--- src/rtl/btn_press_sync.sv ---
// rtl/btn_press_sync.sv - button synchroniser/debouncer with clk_prs strobe and one-phase press flags
module btn_press_sync #(
    parameter int DEB_CNT = 1000000,
    parameter int PRS_DIV = 50000
) (
    input  logic       clk,
    input  logic       reset,
    input  logic [3:0] btn_raw,
    output logic       clk_prs,
    output logic [3:0] btn_de
);

    localparam int CW = $clog2(DEB_CNT);
    localparam int PW = $clog2(PRS_DIV);
    localparam logic [CW-1:0] CNT_MAX  = CW'(DEB_CNT - 1);
    localparam logic [PW-1:0] PCNT_MAX = PW'(PRS_DIV - 1);

    logic [3:0]    s1;
    logic [3:0]    s2;
    logic [3:0]    deb;
    logic [3:0]    seen;
    logic [CW-1:0] cnt [4];
    logic [PW-1:0] pcnt;

    logic       wrap;
    logic       rise;
    logic       fall;
    logic [3:0] press;

    always_comb begin
        wrap = (pcnt == PCNT_MAX);
        rise = wrap & ~clk_prs;
        fall = wrap & clk_prs;
        for (int i = 0; i < 4; i++) begin
            press[i] = s2[i] & ~deb[i] & (cnt[i] == CNT_MAX);
        end
    end

    always_ff @(posedge clk) begin
        if (!reset) begin
            s1      <= '0;
            s2      <= '0;
            deb     <= '0;
            seen    <= '0;
            btn_de  <= '0;
            pcnt    <= '0;
            clk_prs <= 1'b0;
            for (int i = 0; i < 4; i++) begin
                cnt[i] <= '0;
            end
        end else begin
            s1 <= btn_raw;
            s2 <= s1;

            pcnt <= wrap ? '0 : pcnt + 1'b1;
            if (wrap) begin
                clk_prs <= ~clk_prs;
            end

            for (int i = 0; i < 4; i++) begin
                if (s2[i] == deb[i]) begin
                    cnt[i] <= '0;
                end else if (cnt[i] == CNT_MAX) begin
                    deb[i] <= s2[i];
                    cnt[i] <= '0;
                end else begin
                    cnt[i] <= cnt[i] + 1'b1;
                end

                // seen marks a flag the downstream FSM sampled on this high phase's rise
                if (rise) begin
                    seen[i] <= btn_de[i];
                end
                if (fall && seen[i]) begin
                    btn_de[i] <= 1'b0;
                    seen[i]   <= 1'b0;
                end
                // a new press beats the clear; on a fall edge it must wait a full phase
                if (press[i]) begin
                    btn_de[i] <= 1'b1;
                    if (fall) begin
                        seen[i] <= 1'b0;
                    end
                end
            end
        end
    end

endmodule

--- config.mk ---
export PLATFORM = sky130hd
export DESIGN_NAME = btn_press_sync
export DESIGN_NICKNAME = d
export VERILOG_FILES = /design/src/rtl/btn_press_sync.sv
export SDC_FILE = /design/constraint.sdc
export NUM_CORES = 1
export LEC_CHECK = 0
export BUFFER_PORTS_ARGS = -buffer_cell sky130_fd_sc_hd__buf_2
export CORE_ASPECT_RATIO = 1.4
export CORE_MARGIN = 4
export CORE_UTILIZATION = 38
export CTS_CLUSTER_DIAMETER = 40
export DETAILED_ROUTE_END_ITERATION = 6
export PLACE_DENSITY = 0.58
export SYNTH_ARGS = -nofsm -noshare
export SYNTH_HDL_FRONTEND = slang
export SYNTH_SLANG_ARGS = --single-unit
--- constraint.sdc ---
create_clock -name clk -period 4.6 [get_ports clk]
set_clock_uncertainty 0.15 [all_clocks]
set_input_delay 0.92 -clock clk [delete_from_list [all_inputs] [get_ports clk]]
set_output_delay 0.92 -clock clk [all_outputs]
set_load 0.01 [all_outputs]
==> results of run 1 <==
-- cell usage in the layout, fill, tap and decap left out, types with 5 or more instances in the layout --
master,n
nor2_1,80
edfxtp_1,80
conb_1,80
nand2_1,41
dfxtp_1,37
xnor2_1,36
a21oi_1,33
nand4_1,31
nand3_1,29
inv_1,27
xor2_1,25
or3_1,18
clkbuf_16,17
nor3_1,15
o21ai_0,15
or4_1,14
nor4_1,11
and2_1,11
buf_2,10
o31ai_1,9
ha_1,9
or3b_1,7
and3_1,6
nor4b_1,6
a31o_2,5
o21a_1,5
-- final cells by class --
cell class	instances	area (um2)	share of cell area [%]
multi-input cells	513	2970	41.6
repair buffers	12	65.1	0.911
flip-flops and latches	117	3140	44.0
clock buffers	18	439	6.15
clock inverters	14	176	2.47
well taps	196	245	3.43
inverters	27	101	1.42
-- power by group through the flow --
stage	registers [mW]	clock network, mW	logic, mW
4_1_cts	1.20	1.39	0.0800
5_1_grt	1.21	1.44	0.0953
3_5_place_dp	1.22	0	0.0793
2_1_floorplan	1.21	0	0.0671
6_report	1.20	1.36	0.0812
3_3_place_gp	1.22	0	0.0775
-- metal layers --
layer	track usage [%]	vias to the layer above	part of all wire (%)	wire, um
met5	0	-	0	0
met4	4.92	0	1.3	153
met3	3.50	13	2.7	308
met2	24.4	58	52	5960
met1	15.4	2138	44	5070
li1	-	2295	-	-
-- worst max path at each step --
| stage | startpoint | end | slack, ns |
|---|---|---|---|
| finish | cnt[3][6] | cnt[3][2] | 1.85 |
| detailed placement | reset | cnt[0][7] | 1.80 |
| global route | cnt[3][6] | cnt[3][2] | 1.69 |
| global placement | reset | cnt[0][13] | 1.89 |
| floorplan | reset | cnt[2][10] | 2.36 |
| CTS | cnt[3][6] | cnt[3][2] | 1.87 |
-- cells by family (layout without fill, tap and decap cells) --
group / after synthesis / after routing / synth area share (%)
buffers and inverters: 50 / 71 / 3.33
AOI/OAI and AO/OA: 74 / 74 / 7.38
DFF: 117 / 117 / 52.2
adders and majority gates: 9 / 9 / 1.87
and+or+nand+nor: 288 / 288 / 26.1
muxes: 1 / 1 / 0.166
xor gates and xnor gates: 61 / 61 / 8.88
other: 1 / 80 / 0.0623
-- synthesized netlist by cell type, types with 2 or more instances --
master | count | area, um2
or3_1 | 18 | 113
a21oi_1 | 33 | 165
and2_1 | 11 | 68.8
or3b_1 | 7 | 61.3
buf_2 | 10 | 50.1
a31o_2 | 5 | 43.8
ha_1 | 9 | 113
nor4_2 | 2 | 25.0
and4b_1 | 2 | 20.0
or4_1 | 14 | 105
inv_1 | 27 | 101
edfxtp_1 | 80 | 2400
nand4_2 | 2 | 25.0
o21a_1 | 5 | 37.5
nand3_2 | 2 | 20.0
xor2_1 | 25 | 219
nor3_1 | 15 | 75.1
nor4_1 | 11 | 68.8
dfxtp_1 | 37 | 741
and3_1 | 6 | 37.5
o21ai_1 | 2 | 10.0
nand3_1 | 29 | 145
nor4b_1 | 6 | 52.6
nand4_1 | 31 | 194
o31ai_1 | 9 | 67.6
or2_1 | 2 | 12.5
nand2_1 | 41 | 154
o21ai_0 | 15 | 75.1
and4_1 | 4 | 35.0
nor2_1 | 80 | 300
clkbuf_1 | 12 | 45.0
xnor2_1 | 36 | 315
-- state kept, by name, indices dropped and copies added, names as in the netlist --
name / count
clk_prs: 1
seen: 4
btn_de: 4
pcnt: 16
cnt: 80
s2: 4
deb: 4
s1: 4
-- per-stage QoR --
stage | utilization [%] | cell area (um2) | cells
global route | 46.0 | 7140 | 897
CTS | 46.0 | 7140 | 897
detailed placement | 42.0 | 6530 | 865
floorplan | - | 6310 | 680
finish | 46.0 | 7140 | 897
global placement | 42.0 | 6530 | 865
==> metrics, run 1 <==
status=complete, no violations; setup TNS=0 ns; total power=~2.6 mW; Setup crit end kind=flop; Critical Path AT=between 2 and 3 ns; proportion of power drawn by combinational gates=under 10%; Hold Crit Class=reg -> reg; Crit path required time=4.58 ns; clock sink total=117; r2r endpoint=cnt[3][2]; Seq cells post-synth=around 120; worst hold margin=0.282 ns; syn_area_per_cell=approximately 10 um2; Peak VDD IR=0.000307 V; routed wire length=about 11,000 um; CTS Buffer Depth=2; largest net degree at the start of global routing=21; P_sw=between 0.5 and 0.6 mW; worst r2r path cells=4; DIE WIDTH=114 um; post-synthesis async set-or-reset flop share=0%; fin nets=703; Seq pwr share=between 40% and 50%; Final WS setup=between 1.5 and 2 ns; CP bufs+invs=0; critical path class=reg -> reg; RSZ-0062 raised after global routing=false; Die Y=about 160 um; IO Port Bufs=10; DR WL/cell=approximately 13 um; Post-synth EDFFs=80; slowest stage cell, crit path=nor4_1; Peak Freq=around 0.36 GHz; post-synth cell types=45; CTS tree=built; Slew headroom=between 40% and 50%; post-synthesis cell area=between 0.006 and 0.007 mm2; via count=roughly 4,500; synth warn=0; core footprint=approximately 0.016 mm2; row cnt=54; final hold violations=0; Post-Place Worst Slack=1.80 ns; CTS-repair resized insts=0; hpwl dp=between 8000 and 9000 um; Final Setup Violations=0; Post-CTS Hold Buffers=0; start of the worst register-to-register path=cnt[3][6]; GP Congestion=0.792; CP max FO=20; Hold Crit Depth=1; Switching Fraction=~22%; Filler cells=1,509; total die area=around 0.018 mm2; drt first pass iters=4; Synth-to-Final Area Change=18.7%; vias in the first global route=4,541; total gr overflow=0; ys flop type=edfxtp_1; HP Start=s1[0]; DRC=0; drt initial violations=about 210; largest stage delay on the critical path=~0.67 ns; crit path cell chain=or3b_1 > nor4_1 > a211o_1 > nor2_1; Ports=11; maxcap violations=0; Num CTS Buffers=17; fin crit share=59.7%; clock slew at reported path FFs=approximately 0.06 ns; fin. max-slew vios=0; Root Buffer=clkbuf_16; Pleak=~2.4 nW; share of cells above drive strength 1=7.85%; Int Power=roughly 2 mW; initial antenna violation count=0; Initial Util=between 30% and 40%; power per cell area=roughly 370 mW/mm2; first-pass GRT wire length=~20,000 um; Worst path depth=4; Post-CTS Setup Inserts=0; startpoint types=flop; post-route ant nets=0; Clk pwr share=around half; Synth Instances=601; Tmin final=2.75 ns; CP delay by family, top=simple AND/OR/NAND/NOR gates; reg2reg setup slack=roughly 1.9 ns; Worst Max-Slew Pin Slew=roughly 0.78 ns; Clock Latency Late Sink=0.41 ns; Worst Hold Endpoint=s2[0]; H-tree depth=4; sequential area share after synthesis=a little over half; Antenna Cells=0; via/cell ratio=around 5.0; total global-route track usage=a little over an eighth
(Power assumes the default switching activity.)
==> run 2: changes to the inputs <==
==> constraint.sdc (replaced) <==
create_clock -name clk -period 2.7 [get_ports clk]
set_clock_uncertainty 0.15 [all_clocks]
set_input_delay 0.54 -clock clk [delete_from_list [all_inputs] [get_ports clk]]
set_output_delay 0.54 -clock clk [all_outputs]
set_load 0.01 [all_outputs]
==> run 2 against run 1 <==
  * Non-clock buffer count grew 6
  * Critical endpoint is now cnt[1][18]
  * Final cell count grew 0.67%
  * Register-to-register slack worse by 1.4 ns
  * Worst hold slack got worse by 0.094 ns
  * Largest cell class unchanged
  * Routed wire length shrank 2.3%
  * Final area rose by 0.72%
  * Largest power group unchanged
==> metrics, run 2 (synthesized netlist as in run 1, its figures left out) <==
Num CTS Buffers=17; DIE WIDTH=approximately 110 um; crit path cell chain=or3b_1 > or4_1 > o21ai_1 > buf_4 > a21oi_1; CTS tree=built; clock slew at reported path FFs=~0.060 ns; Post-CTS Setup Inserts=0; Hold Crit Class=in -> reg; routed wire length=roughly 11,000 um; critical path class=reg -> reg; Critical Path AT=2.27 ns; Pleak=approximately 2.5 nW; Final Setup Violations=0; clock sink total=117; Synth-to-Final Area Change=19.5%; Tmin final=~2.3 ns; status=complete, no violations; slowest stage cell, crit path=or4_1; fin crit share=between 80 and 90%; most frequent cells in the layout=nor2_1 (80), edfxtp_1 (80), conb_1 (80), nand2_1 (41), dfxtp_1 (37); first-pass GRT wire length=19,300 um; Root Buffer=clkbuf_16; Ports=11; Filler cells=approximately 1,500; RSZ-0062 raised after global routing=false; Antenna Cells=0; hpwl dp=7870 um; initial antenna violation count=0; setup TNS=0 ns; H-tree depth=4; CTS-repair resized insts=0; Initial Util=a little under 40%; Finished Cell Area=0.00719 mm2; fin nets=about 710; GP Congestion=about 0.8; total gr overflow=0; Most flops, register=cnt; Peak Freq=between 0.4 and 0.5 GHz; Multi-input gate area=about 0.003 mm2; Worst Max-Slew Pin Slew=about 0.7 ns; Crit path required time=between 2 and 3 ns; total global-route track usage=13.1%; largest net degree at the start of global routing=21; drt first pass iters=4; Die Y=157 um; worst hold margin=roughly 0.19 ns; vias in the first global route=roughly 4,400; IO Port Bufs=10; post-route ant nets=0; via/cell ratio=around 5.0; Post-CTS Hold Buffers=0; Slew headroom=~52%; power per cell area=~640 mW/mm2; max reg flops=80; placed cells=around 870; largest stage delay on the critical path=between 0.5 and 0.6 ns; share of cells above drive strength 1=under 10%; via count=about 4,500; drt initial violations=138; register area=~0.0031 mm2; biggest regs=cnt x80, pcnt x16; DRC=0; core footprint=roughly 0.016 mm2; final hold violations=0; CTS Buffer Depth=2; Clock Latency Late Sink=0.41 ns; DR WL/cell=roughly 12 um; Finished Layout Cells=approximately 900; Peak VDD IR=0.000311 V; CP max FO=14; maxcap violations=0; Setup crit end kind=flop; fin. max-slew vios=0; startpoint types=flop; post-place instance area=roughly 0.0066 mm2; row cnt=54; total die area=around 0.018 mm2
[run 2: area by class of cell]
cell class / count / share of cell area, %
Clock inverter: 11 / 2.52
Clock buffer: 21 / 6.12
Inverter: 27 / 1.41
Multi-Input combinational cell: 513 / 41.3
Tap cell: 196 / 3.41
Timing Repair Buffer: 18 / 1.53
Sequential cell: 117 / 43.7
[run 2: power by group]
| group | total [mW] | switching [mW] | internal [mW] | leakage, nW |
|---|---|---|---|---|
| logic | 0.140 | 0.0844 | 0.0552 | 1.04 |
| registers | 2.04 | 0.0662 | 1.98 | 1.13 |
| clock network | 2.40 | 0.775 | 1.63 | 0.302 |
| total | 4.59 | 0.926 | 3.66 | 2.47 |
[run 2: layer usage]
metal  vias up  GRT usage (%)  routed length (um)  part of all wire (%)
met5         -              0                   0                     0
met4         0           4.92                 165                   1.5
met3        15           3.58                 327                   2.9
met2        44           23.4                5870                    52
met1      2116           14.9                4860                    43
li1       2314              -                   -                     -
[run 2: path summary, 6_finish.rpt]
path	startpoint	endpoint	slack, ns	cells after the start
worst min register to register	s1[0]	s2[0]	0.28	1
worst min-delay path	btn_raw[2]	s1[2]	0.19	2
worst max-delay path	cnt[1][6]	cnt[1][18]	0.42	5
worst max register to register	cnt[1][6]	cnt[1][18]	0.42	5
[run 2: worst max-delay path: cells and delay by family (launching register included)]
kind / cells / cell delay (ns)
AO/OA/AOI/OAI: 2 / 0.27
buffers and inverters: 1 / 0.23
flip-flops: 1 / 0.45
AND/OR/NAND/NOR: 2 / 0.92
[run 2: metrics by stage]
step                      total power, mW  utilization, %  setup WS [ns]
final                                4.59            46.3          0.418
after CTS                            4.63            46.3          0.400
after global placement               2.21            42.3          0.409
after floorplan                      2.17               -          0.570
after global routing                 4.75            46.3          0.260
after detailed placement             2.22            42.3          0.413
